**config.mk**
```make
export PLATFORM = sky130hd
export DESIGN_NAME = mesh_resource_ni_flat
export DESIGN_NICKNAME = d
export VERILOG_FILES = /design/src/rtl/mesh_resource_ni_if.sv /design/src/rtl/mesh_resource_ni.sv /design/src/flat_wrapper.sv
export SDC_FILE = /design/constraint.sdc
export NUM_CORES = 1
export LEC_CHECK = 0
export BUFFER_PORTS_ARGS = -buffer_cell sky130_fd_sc_hd__clkbuf_2
export CORE_ASPECT_RATIO = 2
export CORE_MARGIN = 3
export CORE_UTILIZATION = 52
export DETAILED_ROUTE_END_ITERATION = 10
export PLACE_DENSITY_LB_ADDON = 0.3
export RECOVER_POWER = 25
export SLEW_MARGIN = 20
export SYNTH_ARGS = -nofsm -noshare
export SYNTH_HDL_FRONTEND = slang
export SYNTH_SLANG_ARGS = --single-unit
```
**constraint.sdc**
```tcl
create_clock -name clk_i -period 4 [get_ports clk_i]
set_input_delay 0.4 -clock clk_i [delete_from_list [all_inputs] [get_ports clk_i]]
set_output_delay 0.4 -clock clk_i [all_outputs]
set_load 0.1 [all_outputs]
```
**src/rtl/mesh_resource_ni_if.sv**
```systemverilog
// Resource-port bundle of a mesh network interface: resource TX/RX handshakes,
// switch injection/ejection handshakes and the statistics counters.
interface mesh_resource_ni_if #(
   parameter int PCKT_XADDR_W = 4,
   parameter int PCKT_YADDR_W = 4,
   parameter int PCKT_DATA_W  = 8,
   parameter int PCKT_W       = PCKT_XADDR_W + PCKT_YADDR_W + PCKT_DATA_W
);
   logic                    tx_valid_i;
   logic [PCKT_XADDR_W-1:0] tx_x_i;
   logic [PCKT_YADDR_W-1:0] tx_y_i;
   logic [PCKT_DATA_W-1:0]  tx_data_i;
   logic                    tx_ready_o;
   logic                    sw_wr_en_o;
   logic [PCKT_W-1:0]       sw_pckt_o;
   logic                    sw_full_i;
   logic                    sw_wr_en_i;
   logic [PCKT_W-1:0]       sw_pckt_i;
   logic                    sw_full_o;
   logic                    sw_overflow_o;
   logic                    rx_valid_o;
   logic [PCKT_DATA_W-1:0]  rx_data_o;
   logic                    rx_ready_i;
   logic                    misroute_o;
   logic [15:0]             stat_tx_cnt_o;
   logic [15:0]             stat_rx_cnt_o;
   logic [15:0]             stat_drop_cnt_o;

   modport slave (
      input  tx_valid_i, tx_x_i, tx_y_i, tx_data_i, sw_full_i, sw_wr_en_i, sw_pckt_i, rx_ready_i,
      output tx_ready_o, sw_wr_en_o, sw_pckt_o, sw_full_o, sw_overflow_o, rx_valid_o, rx_data_o,
             misroute_o, stat_tx_cnt_o, stat_rx_cnt_o, stat_drop_cnt_o
   );

   modport master (
      output tx_valid_i, tx_x_i, tx_y_i, tx_data_i, sw_full_i, sw_wr_en_i, sw_pckt_i, rx_ready_i,
      input  tx_ready_o, sw_wr_en_o, sw_pckt_o, sw_full_o, sw_overflow_o, rx_valid_o, rx_data_o,
             misroute_o, stat_tx_cnt_o, stat_rx_cnt_o, stat_drop_cnt_o
   );
endinterface

```
**src/rtl/mesh_resource_ni.sv**
```systemverilog
// Mesh node network interface: TX queue injecting into the XY switch, RX queue with address check.
// Define MESH_NI_STATS_EN to build the saturating tx/rx/drop packet counters (tied to 0 otherwise).
module mesh_resource_ni #(
   parameter int X_CORD          = 0,
   parameter int Y_CORD          = 0,
   parameter int PCKT_XADDR_W    = 4,
   parameter int PCKT_YADDR_W    = 4,
   parameter int PCKT_DATA_W     = 8,
   parameter int PCKT_W          = PCKT_XADDR_W + PCKT_YADDR_W + PCKT_DATA_W,
   parameter int TX_FIFO_DEPTH_W = 2,
   parameter int RX_FIFO_DEPTH_W = 3
) (
   input  logic               clk_i,
   input  logic               rst_ni,
   mesh_resource_ni_if.slave  ni
);
   localparam int TXC_W = TX_FIFO_DEPTH_W + 1;
   localparam int RXC_W = RX_FIFO_DEPTH_W + 1;
   localparam int TX_DEPTH = 1 << TX_FIFO_DEPTH_W;
   localparam int RX_DEPTH = 1 << RX_FIFO_DEPTH_W;
   localparam logic [TXC_W-1:0] TX_FULL_CNT = TXC_W'(TX_DEPTH);
   localparam logic [RXC_W-1:0] RX_FULL_CNT = RXC_W'(RX_DEPTH);

   logic [PCKT_W-1:0]          tx_mem_q [TX_DEPTH];
   logic [PCKT_DATA_W-1:0]     rx_mem_q [RX_DEPTH];

   logic [TX_FIFO_DEPTH_W-1:0] tx_wr_ptr_q, tx_wr_ptr_d, tx_rd_ptr_q, tx_rd_ptr_d;
   logic [TXC_W-1:0]           tx_count_q, tx_count_d;
   logic                       tx_ready_q, tx_ready_d;
   logic                       sw_wr_en_q, sw_wr_en_d;
   logic [PCKT_W-1:0]          sw_pckt_q, sw_pckt_d;
   logic [RX_FIFO_DEPTH_W-1:0] rx_wr_ptr_q, rx_wr_ptr_d, rx_rd_ptr_q, rx_rd_ptr_d;
   logic [RXC_W-1:0]           rx_count_q, rx_count_d;
   logic                       sw_full_q, sw_full_d;
   logic                       overflow_q, overflow_d;
   logic                       misroute_q, misroute_d;

   logic tx_push, tx_pop, rx_push, rx_pop, rx_match, rx_full, rx_empty;

   always_comb begin
      tx_push     = ni.tx_valid_i && tx_ready_q;
      tx_pop      = (tx_count_q != '0) && !ni.sw_full_i;
      tx_count_d  = tx_count_q + TXC_W'(tx_push) - TXC_W'(tx_pop);
      tx_wr_ptr_d = tx_wr_ptr_q + TX_FIFO_DEPTH_W'(tx_push);
      tx_rd_ptr_d = tx_rd_ptr_q + TX_FIFO_DEPTH_W'(tx_pop);
      // Ready is registered from the next count, so a pop from a full queue cannot admit a push in the same cycle.
      tx_ready_d  = (tx_count_d != TX_FULL_CNT);
      sw_wr_en_d  = tx_pop;
      sw_pckt_d   = tx_pop ? tx_mem_q[tx_rd_ptr_q] : sw_pckt_q;

      rx_match    = (ni.sw_pckt_i[PCKT_W-1 -: PCKT_XADDR_W] == PCKT_XADDR_W'(X_CORD)) &&
                    (ni.sw_pckt_i[PCKT_DATA_W +: PCKT_YADDR_W] == PCKT_YADDR_W'(Y_CORD));
      rx_full     = (rx_count_q == RX_FULL_CNT);
      rx_empty    = (rx_count_q == '0);
      rx_pop      = ni.rx_ready_i && !rx_empty;
      // A pop in the same cycle frees the slot, so a full queue still takes the write.
      rx_push     = ni.sw_wr_en_i && rx_match && (!rx_full || rx_pop);
      overflow_d  = ni.sw_wr_en_i && rx_match && rx_full && !rx_pop;
      misroute_d  = ni.sw_wr_en_i && !rx_match;
      rx_count_d  = rx_count_q + RXC_W'(rx_push) - RXC_W'(rx_pop);
      rx_wr_ptr_d = rx_wr_ptr_q + RX_FIFO_DEPTH_W'(rx_push);
      rx_rd_ptr_d = rx_rd_ptr_q + RX_FIFO_DEPTH_W'(rx_pop);
      sw_full_d   = (rx_count_d == RX_FULL_CNT);
   end

   always_ff @(posedge clk_i or negedge rst_ni) begin
      if (!rst_ni) begin
         tx_wr_ptr_q <= '0;
         tx_rd_ptr_q <= '0;
         tx_count_q  <= '0;
         tx_ready_q  <= 1'b0;
         sw_wr_en_q  <= 1'b0;
         sw_pckt_q   <= '0;
         rx_wr_ptr_q <= '0;
         rx_rd_ptr_q <= '0;
         rx_count_q  <= '0;
         sw_full_q   <= 1'b0;
         overflow_q  <= 1'b0;
         misroute_q  <= 1'b0;
      end else begin
         tx_wr_ptr_q <= tx_wr_ptr_d;
         tx_rd_ptr_q <= tx_rd_ptr_d;
         tx_count_q  <= tx_count_d;
         tx_ready_q  <= tx_ready_d;
         sw_wr_en_q  <= sw_wr_en_d;
         sw_pckt_q   <= sw_pckt_d;
         rx_wr_ptr_q <= rx_wr_ptr_d;
         rx_rd_ptr_q <= rx_rd_ptr_d;
         rx_count_q  <= rx_count_d;
         sw_full_q   <= sw_full_d;
         overflow_q  <= overflow_d;
         misroute_q  <= misroute_d;
      end
   end

   // Queue storage carries no reset; validity is tracked purely by the pointers and counts.
   always_ff @(posedge clk_i) begin
      if (tx_push) tx_mem_q[tx_wr_ptr_q] <= {ni.tx_x_i, ni.tx_y_i, ni.tx_data_i};
      if (rx_push) rx_mem_q[rx_wr_ptr_q] <= ni.sw_pckt_i[PCKT_DATA_W-1:0];
   end

   assign ni.tx_ready_o    = tx_ready_q;
   assign ni.sw_wr_en_o    = sw_wr_en_q;
   assign ni.sw_pckt_o     = sw_pckt_q;
   assign ni.sw_full_o     = sw_full_q;
   assign ni.sw_overflow_o = overflow_q;
   assign ni.misroute_o    = misroute_q;
   assign ni.rx_valid_o    = !rx_empty;
   assign ni.rx_data_o     = rx_empty ? '0 : rx_mem_q[rx_rd_ptr_q];

`ifdef MESH_NI_STATS_EN
   function automatic logic [15:0] sat_inc(input logic [15:0] v, input logic inc);
      return (inc && (v != 16'hFFFF)) ? v + 16'd1 : v;
   endfunction

   logic [15:0] stat_tx_q, stat_tx_d, stat_rx_q, stat_rx_d, stat_drop_q, stat_drop_d;

   always_comb begin
      stat_tx_d   = sat_inc(stat_tx_q, tx_pop);
      stat_rx_d   = sat_inc(stat_rx_q, rx_push);
      stat_drop_d = sat_inc(stat_drop_q, overflow_d || misroute_d);
   end

   always_ff @(posedge clk_i or negedge rst_ni) begin
      if (!rst_ni) begin
         stat_tx_q   <= '0;
         stat_rx_q   <= '0;
         stat_drop_q <= '0;
      end else begin
         stat_tx_q   <= stat_tx_d;
         stat_rx_q   <= stat_rx_d;
         stat_drop_q <= stat_drop_d;
      end
   end

   assign ni.stat_tx_cnt_o   = stat_tx_q;
   assign ni.stat_rx_cnt_o   = stat_rx_q;
   assign ni.stat_drop_cnt_o = stat_drop_q;
`else
   assign ni.stat_tx_cnt_o   = '0;
   assign ni.stat_rx_cnt_o   = '0;
   assign ni.stat_drop_cnt_o = '0;
`endif
endmodule

```
**src/flat_wrapper.sv**
```systemverilog
// flat-port wrapper written by rule: the top's interface ports become plain ports
module mesh_resource_ni_flat 
#(
   parameter int X_CORD          = 0,
   parameter int Y_CORD          = 0,
   parameter int PCKT_XADDR_W    = 4,
   parameter int PCKT_YADDR_W    = 4,
   parameter int PCKT_DATA_W     = 8,
   parameter int PCKT_W          = PCKT_XADDR_W + PCKT_YADDR_W + PCKT_DATA_W,
   parameter int TX_FIFO_DEPTH_W = 2,
   parameter int RX_FIFO_DEPTH_W = 3
)
  (clk_i, rst_ni, ni_tx_valid_i, ni_tx_x_i, ni_tx_y_i, ni_tx_data_i, ni_sw_full_i, ni_sw_wr_en_i, ni_sw_pckt_i, ni_rx_ready_i, ni_tx_ready_o, ni_sw_wr_en_o, ni_sw_pckt_o, ni_sw_full_o, ni_sw_overflow_o, ni_rx_valid_o, ni_rx_data_o, ni_misroute_o, ni_stat_tx_cnt_o, ni_stat_rx_cnt_o, ni_stat_drop_cnt_o);
  mesh_resource_ni_if #(.PCKT_XADDR_W(PCKT_XADDR_W), .PCKT_YADDR_W(PCKT_YADDR_W), .PCKT_DATA_W(PCKT_DATA_W), .PCKT_W(PCKT_W)) ni_i ();
  input  logic clk_i;
  input  logic rst_ni;
  input wire logic [$bits(ni_i.tx_valid_i)-1:0] ni_tx_valid_i;
  input wire logic [$bits(ni_i.tx_x_i)-1:0] ni_tx_x_i;
  input wire logic [$bits(ni_i.tx_y_i)-1:0] ni_tx_y_i;
  input wire logic [$bits(ni_i.tx_data_i)-1:0] ni_tx_data_i;
  input wire logic [$bits(ni_i.sw_full_i)-1:0] ni_sw_full_i;
  input wire logic [$bits(ni_i.sw_wr_en_i)-1:0] ni_sw_wr_en_i;
  input wire logic [$bits(ni_i.sw_pckt_i)-1:0] ni_sw_pckt_i;
  input wire logic [$bits(ni_i.rx_ready_i)-1:0] ni_rx_ready_i;
  output wire logic [$bits(ni_i.tx_ready_o)-1:0] ni_tx_ready_o;
  output wire logic [$bits(ni_i.sw_wr_en_o)-1:0] ni_sw_wr_en_o;
  output wire logic [$bits(ni_i.sw_pckt_o)-1:0] ni_sw_pckt_o;
  output wire logic [$bits(ni_i.sw_full_o)-1:0] ni_sw_full_o;
  output wire logic [$bits(ni_i.sw_overflow_o)-1:0] ni_sw_overflow_o;
  output wire logic [$bits(ni_i.rx_valid_o)-1:0] ni_rx_valid_o;
  output wire logic [$bits(ni_i.rx_data_o)-1:0] ni_rx_data_o;
  output wire logic [$bits(ni_i.misroute_o)-1:0] ni_misroute_o;
  output wire logic [$bits(ni_i.stat_tx_cnt_o)-1:0] ni_stat_tx_cnt_o;
  output wire logic [$bits(ni_i.stat_rx_cnt_o)-1:0] ni_stat_rx_cnt_o;
  output wire logic [$bits(ni_i.stat_drop_cnt_o)-1:0] ni_stat_drop_cnt_o;
  assign ni_i.tx_valid_i = ni_tx_valid_i;
  assign ni_i.tx_x_i = ni_tx_x_i;
  assign ni_i.tx_y_i = ni_tx_y_i;
  assign ni_i.tx_data_i = ni_tx_data_i;
  assign ni_i.sw_full_i = ni_sw_full_i;
  assign ni_i.sw_wr_en_i = ni_sw_wr_en_i;
  assign ni_i.sw_pckt_i = ni_sw_pckt_i;
  assign ni_i.rx_ready_i = ni_rx_ready_i;
  assign ni_tx_ready_o = ni_i.tx_ready_o;
  assign ni_sw_wr_en_o = ni_i.sw_wr_en_o;
  assign ni_sw_pckt_o = ni_i.sw_pckt_o;
  assign ni_sw_full_o = ni_i.sw_full_o;
  assign ni_sw_overflow_o = ni_i.sw_overflow_o;
  assign ni_rx_valid_o = ni_i.rx_valid_o;
  assign ni_rx_data_o = ni_i.rx_data_o;
  assign ni_misroute_o = ni_i.misroute_o;
  assign ni_stat_tx_cnt_o = ni_i.stat_tx_cnt_o;
  assign ni_stat_rx_cnt_o = ni_i.stat_rx_cnt_o;
  assign ni_stat_drop_cnt_o = ni_i.stat_drop_cnt_o;
  mesh_resource_ni #(.X_CORD(X_CORD), .Y_CORD(Y_CORD), .PCKT_XADDR_W(PCKT_XADDR_W), .PCKT_YADDR_W(PCKT_YADDR_W), .PCKT_DATA_W(PCKT_DATA_W), .PCKT_W(PCKT_W), .TX_FIFO_DEPTH_W(TX_FIFO_DEPTH_W), .RX_FIFO_DEPTH_W(RX_FIFO_DEPTH_W)) u_core (.clk_i(clk_i), .rst_ni(rst_ni), .ni(ni_i));
endmodule
```
; Word level (Yosys, flattened, before mapping)
; Memory sizes are Yosys's and may differ from the RTL's. A register that Yosys moved wholly into a read port is not among the register bits.
; Index checks and enable logic that the tools add are counted.
[word_totals]
reg_bits = 22
ram_bits = 128
in_bits = 38
output_inout_bits = 78
n_memories = 2
[memory_table]
columns = name, words, width, rd, rd_clocked_by_memory_dff, wr, line_no
row1 = u_core.rx_mem_q, 8, 8, 1, 0, 1, mesh_resource_ni.sv:25  ; logic [PCKT_DATA_W-1:0] rx_mem_q [RX_DEPTH];
row2 = u_core.tx_mem_q, 4, 16, 1, 1, 1, mesh_resource_ni.sv:24  ; logic [PCKT_W-1:0] tx_mem_q [TX_DEPTH];
[classes]
addsub = 8
n_eq_ne = 3
mux = 5
reduce_logical = 20
[op_table]
columns = op, count
row1 = zero test 4 bit, 3
row2 = adder 3 x 1 -> 3 bit, 3
row3 = logical AND 1 bit, 9
row4 = equality test 4 bit (second input constant), 2
row5 = 2-to-1 mux 8 bit, 1
row6 = zero test 1 bit, 6
row7 = adder 2 x 1 -> 2 bit, 2
row8 = adder 4 x 1 -> 4 bit, 1
row9 = 2-to-1 mux 1 bit, 4
row10 = subtractor 4 x 1 -> 4 bit, 1
row11 = inequality test 3 bit (second input constant), 1
row12 = nonzero test 3 bit, 1
row13 = subtractor 3 x 1 -> 3 bit, 1
row14 = logical OR 1 bit, 1

; Depth between registers and ports, before layout
[depth]
word_depth = 8
ltp_mapped = 11

; Worst setup path before layout
; No wires, ideal clock.
[synth_timing]
path_type = reg-to-output
start = register u_core.rx_count_q[2]
end = output port ni_rx_data_o[0]
arrival_time_ps = 2649
required_ps = 3600
path_slack_ps = 951
path_stages_with_launch = 6
n_path_buf = 1
path_cell_list = dfrtp_1 -> inv_1 -> ha_1 -> or3b_2 -> clkbuf_1 -> and3_1
[synth_via]
elab_chain_cells = 2
[synth_rtl]
columns = element, line_no
row1 = "start, declared", mesh_resource_ni.sv:33  ; logic [RXC_W-1:0] rx_count_q, rx_count_d;
row2 = "start signal, assigned", mesh_resource_ni.sv:89  ; rx_count_q <= rx_count_d;
row3 = zero test 4 bit, mesh_resource_ni.sv:54  ; rx_empty = (rx_count_q == '0);
row4 = 2-to-1 mux 8 bit, mesh_resource_ni.sv:109  ; assign ni.rx_data_o = rx_empty ? '0 : rx_mem_q[rx_rd_ptr_q];
row5 = "end, declared", flat_wrapper.sv:31  ; output wire logic [$bits(ni_i.rx_data_o)-1:0] ni_rx_data_o;
; Every way passes these cells.

; Worst setup path after layout
[layout_timing]
start = register u_core.rx_rd_ptr_q[1]
end = output port ni_rx_data_o[7]
[layout_via]
elab_chain_cells = 2
[layout_rtl]
columns = element, line_no
row1 = "start, declared", mesh_resource_ni.sv:32  ; logic [RX_FIFO_DEPTH_W-1:0] rx_wr_ptr_q, rx_wr_ptr_d, rx_rd_ptr_q, rx_rd_ptr_d;
row2 = "start signal, assigned", mesh_resource_ni.sv:88  ; rx_rd_ptr_q <= rx_rd_ptr_d;
row3 = memory read (8 x 8 bit), --
row4 = 2-to-1 mux 8 bit, mesh_resource_ni.sv:109
; Every way passes these cells.

==> impl_metrics.ini <==
[cells_and_area]
fin_cells = 644
post-route-util = 0.6005
antenna_cells = 0
mostFrequentLayoutCells = edfxtp_1, conb_1, clkbuf_2
area_delta_synth_final_pct = 13.07
final_nets = 531
final_common_cell = edfxtp_1
fill_cells = 988
drive_gt1_frac = 0.2419

[clock_network]
clockBufferDepth = 2
hold_buffers = 0
cts_setup_buffers = 0
clock-sinks = 166
post_cts_resized = 0
clkSlewWorstSetupHoldPaths_ps = 70
insertion_delay_ps = 420
cts_max_level = 4
numCtsBuffers = 17
cts_root_buffer = clkbuf_16
cts_tree = yes

[timing]
setup_tns_ps = 0
rsz0062_at_grt = no
maxClockFrequency_ghz = 0.3442
min_period_ps = 2906
finalSetupViolations = 0
min_period_over_period = 0.7264
finalClockSkew_ps = 9.745
hold_viol_final = 0
worst_slack_ps = 1094
worstMarginPinSlew_ps = 1031
slew_violations = 0
slew-limit-headroom = 0.3100

[flow_run]
maxCapViolCount = 0

[floorplan]
initial_core_util = 0.5311
core_area_sq_um = 13070
dieWidth_microns = 87.69
rows = 59
chipHeight_microns = 169.4
ios = 116
die_area_sq_um = 14850

[logic_synthesis]
syn_inst = 399
yosys.area.top_type = edfxtp_1
avgSynthCellArea_sq_um = 17.39
synth.top_cells.by_area = edfxtp_1, dfrtp_1, buf_4
yosysSeqAreaShare = 0.6909
yosysWarningCount = 0
ys_ff_latch = 166
synth_top_area_share = 0.5539
syn_area_sq_um = 6939
async_flop_share = 0.2289
synth_edf_count = 128
synth_ff_type = edfxtp_1
yosysUniqueCellTypes = 40

[global_routing]
grtUsageTotal = 0.1818
grt_pass1_wl_microns = 19710
grt_antenna_before_repair = 0
overflow = 0
grt_pass1_vias = 3789
grt_max_degree = 39

[critical_path]
end_kind = primary output
arrival_ps = 2510
crit_path_start = u_core.rx_rd_ptr_q[1]$_DFF_PN0_
critPathLaunchType = register
crit_required_ps = 3600
critPathKind = reg -> out
crit_fanout = 20
r2r_start = u_core.rx_count_q[2]$_DFF_PN0_

[route]
final_antenna_net_count = 0
wl_microns = 12710
viasPerCell = 5.416
drc_errors = 0
avgRoutedWirePerCell_microns = 19.73
drt_pass1_iterations = 4
vias = 3488
drt_iter0_markers = 180

[placed_design]
io_buffers = 67
placed_cells = 612
gp_congestion = 0.7737
place_hpwl_microns = 8864
pre_cts_ws_ps = 1294

[worst_hold_path]
hp-class = in -> async

[outcome]
outcome = finished clean
[cells by family (layout without fill, tap and decap cells)]
logic type	Yosys count	in the layout	share of synthesized area
AOI/OAI and AO/OA	21	21	0.02236
xor gates and xnor gates	9	9	0.01136
adders and majority gates	14	14	0.02741
buffers and inverters	73	119	0.07122
DFF	166	166	0.6909
muxes	66	66	0.1356
other	1	48	0.0005404
and+or+nand+nor	49	49	0.04057
[sequential cells by signal, summed over array words and instances (netlist names), 2 cells and up]
signal,flops
u_core.ni.sw_pckt_o,16
u_core.rx_count_q,4
u_core.rx_mem_q,64
u_core.rx_rd_ptr_q,3
u_core.rx_wr_ptr_q,3
u_core.tx_count_q,3
u_core.tx_mem_q,64
u_core.tx_rd_ptr_q,2
u_core.tx_wr_ptr_q,2
[worst max-delay path: stages, from the launching register on]
cell,delay (ps)
dfrtp_1,830
buf_12,270
mux2i_1,90
a22oi_1,230
and3_1,200
clkbuf_2,450
[Yosys cell counts (2+ instances only)]
| master | n |
|---|---|
| mux4_2 | 10 |
| xor2_1 | 6 |
| fa_1 | 2 |
| or3b_2 | 2 |
| buf_1 | 3 |
| nor2b_1 | 4 |
| nor4_1 | 3 |
| nand3_1 | 3 |
| mux4_1 | 6 |
| nor2_1 | 9 |
| a22oi_1 | 16 |
| nor3b_1 | 2 |
| and3_1 | 10 |
| xnor2_1 | 3 |
| ha_1 | 12 |
| nor3_1 | 5 |
| buf_4 | 51 |
| dfrtp_1 | 38 |
| edfxtp_1 | 128 |
| mux2_4 | 10 |
| inv_1 | 12 |
| nand2_1 | 4 |
| o211ai_1 | 2 |
| mux2_2 | 6 |
| mux2i_1 | 34 |
| buf_2 | 4 |
[routing by layer]
| layer | wire (microns) | GRT usage |
|---|---|---|
| met5 | 0 | 0 |
| met1 | 4352 | 0.1851 |
| met2 | 7327 | 0.3305 |
| met4 | 545 | 0.09953 |
| met3 | 481 | 0.04227 |
[metrics by stage]
stage	instance area [sq um]	hold WS, ps
global route	7846	79.69
CTS	7874	50.61
finish	7846	30.64
floorplan	7116	104.4
detailed placement	7303	495.3
global placement	7303	489.6
[cell type report]
cell class / count / area [sq um] / share of cell area
clock buffer: 18 / 429.2 / 0.05470
timing repair buffer: 75 / 380.4 / 0.04848
multi-input combinational: 207 / 1866 / 0.2378
sequential: 166 / 4795 / 0.6111
clock inverter: 14 / 141.4 / 0.01802
tap: 152 / 190.2 / 0.02424
inverter: 12 / 45.04 / 0.005741
[path summary, 6_finish.rpt]
check	slack, ps	end	cells past startpoint
max	1090	ni_rx_data_o[7]	5
min	30	u_core.ni.sw_pckt_o[1]$_DFFE_PN0P_	2
max reg2reg	1330	u_core.ni.sw_full_o$_DFF_PN0_	11
min reg2reg	510	u_core.rx_wr_ptr_q[2]$_DFF_PN0_	1
max in group asynchronous	3570	u_core.rx_count_q[3]$_DFF_PN0_	2
min in group clk_i	230	u_core.tx_mem_q[3][1]$_DFFE_PP_	1
Power is not shown: default switching activity piles up to over one toggle a cycle in this logic, so the estimate is an artifact.
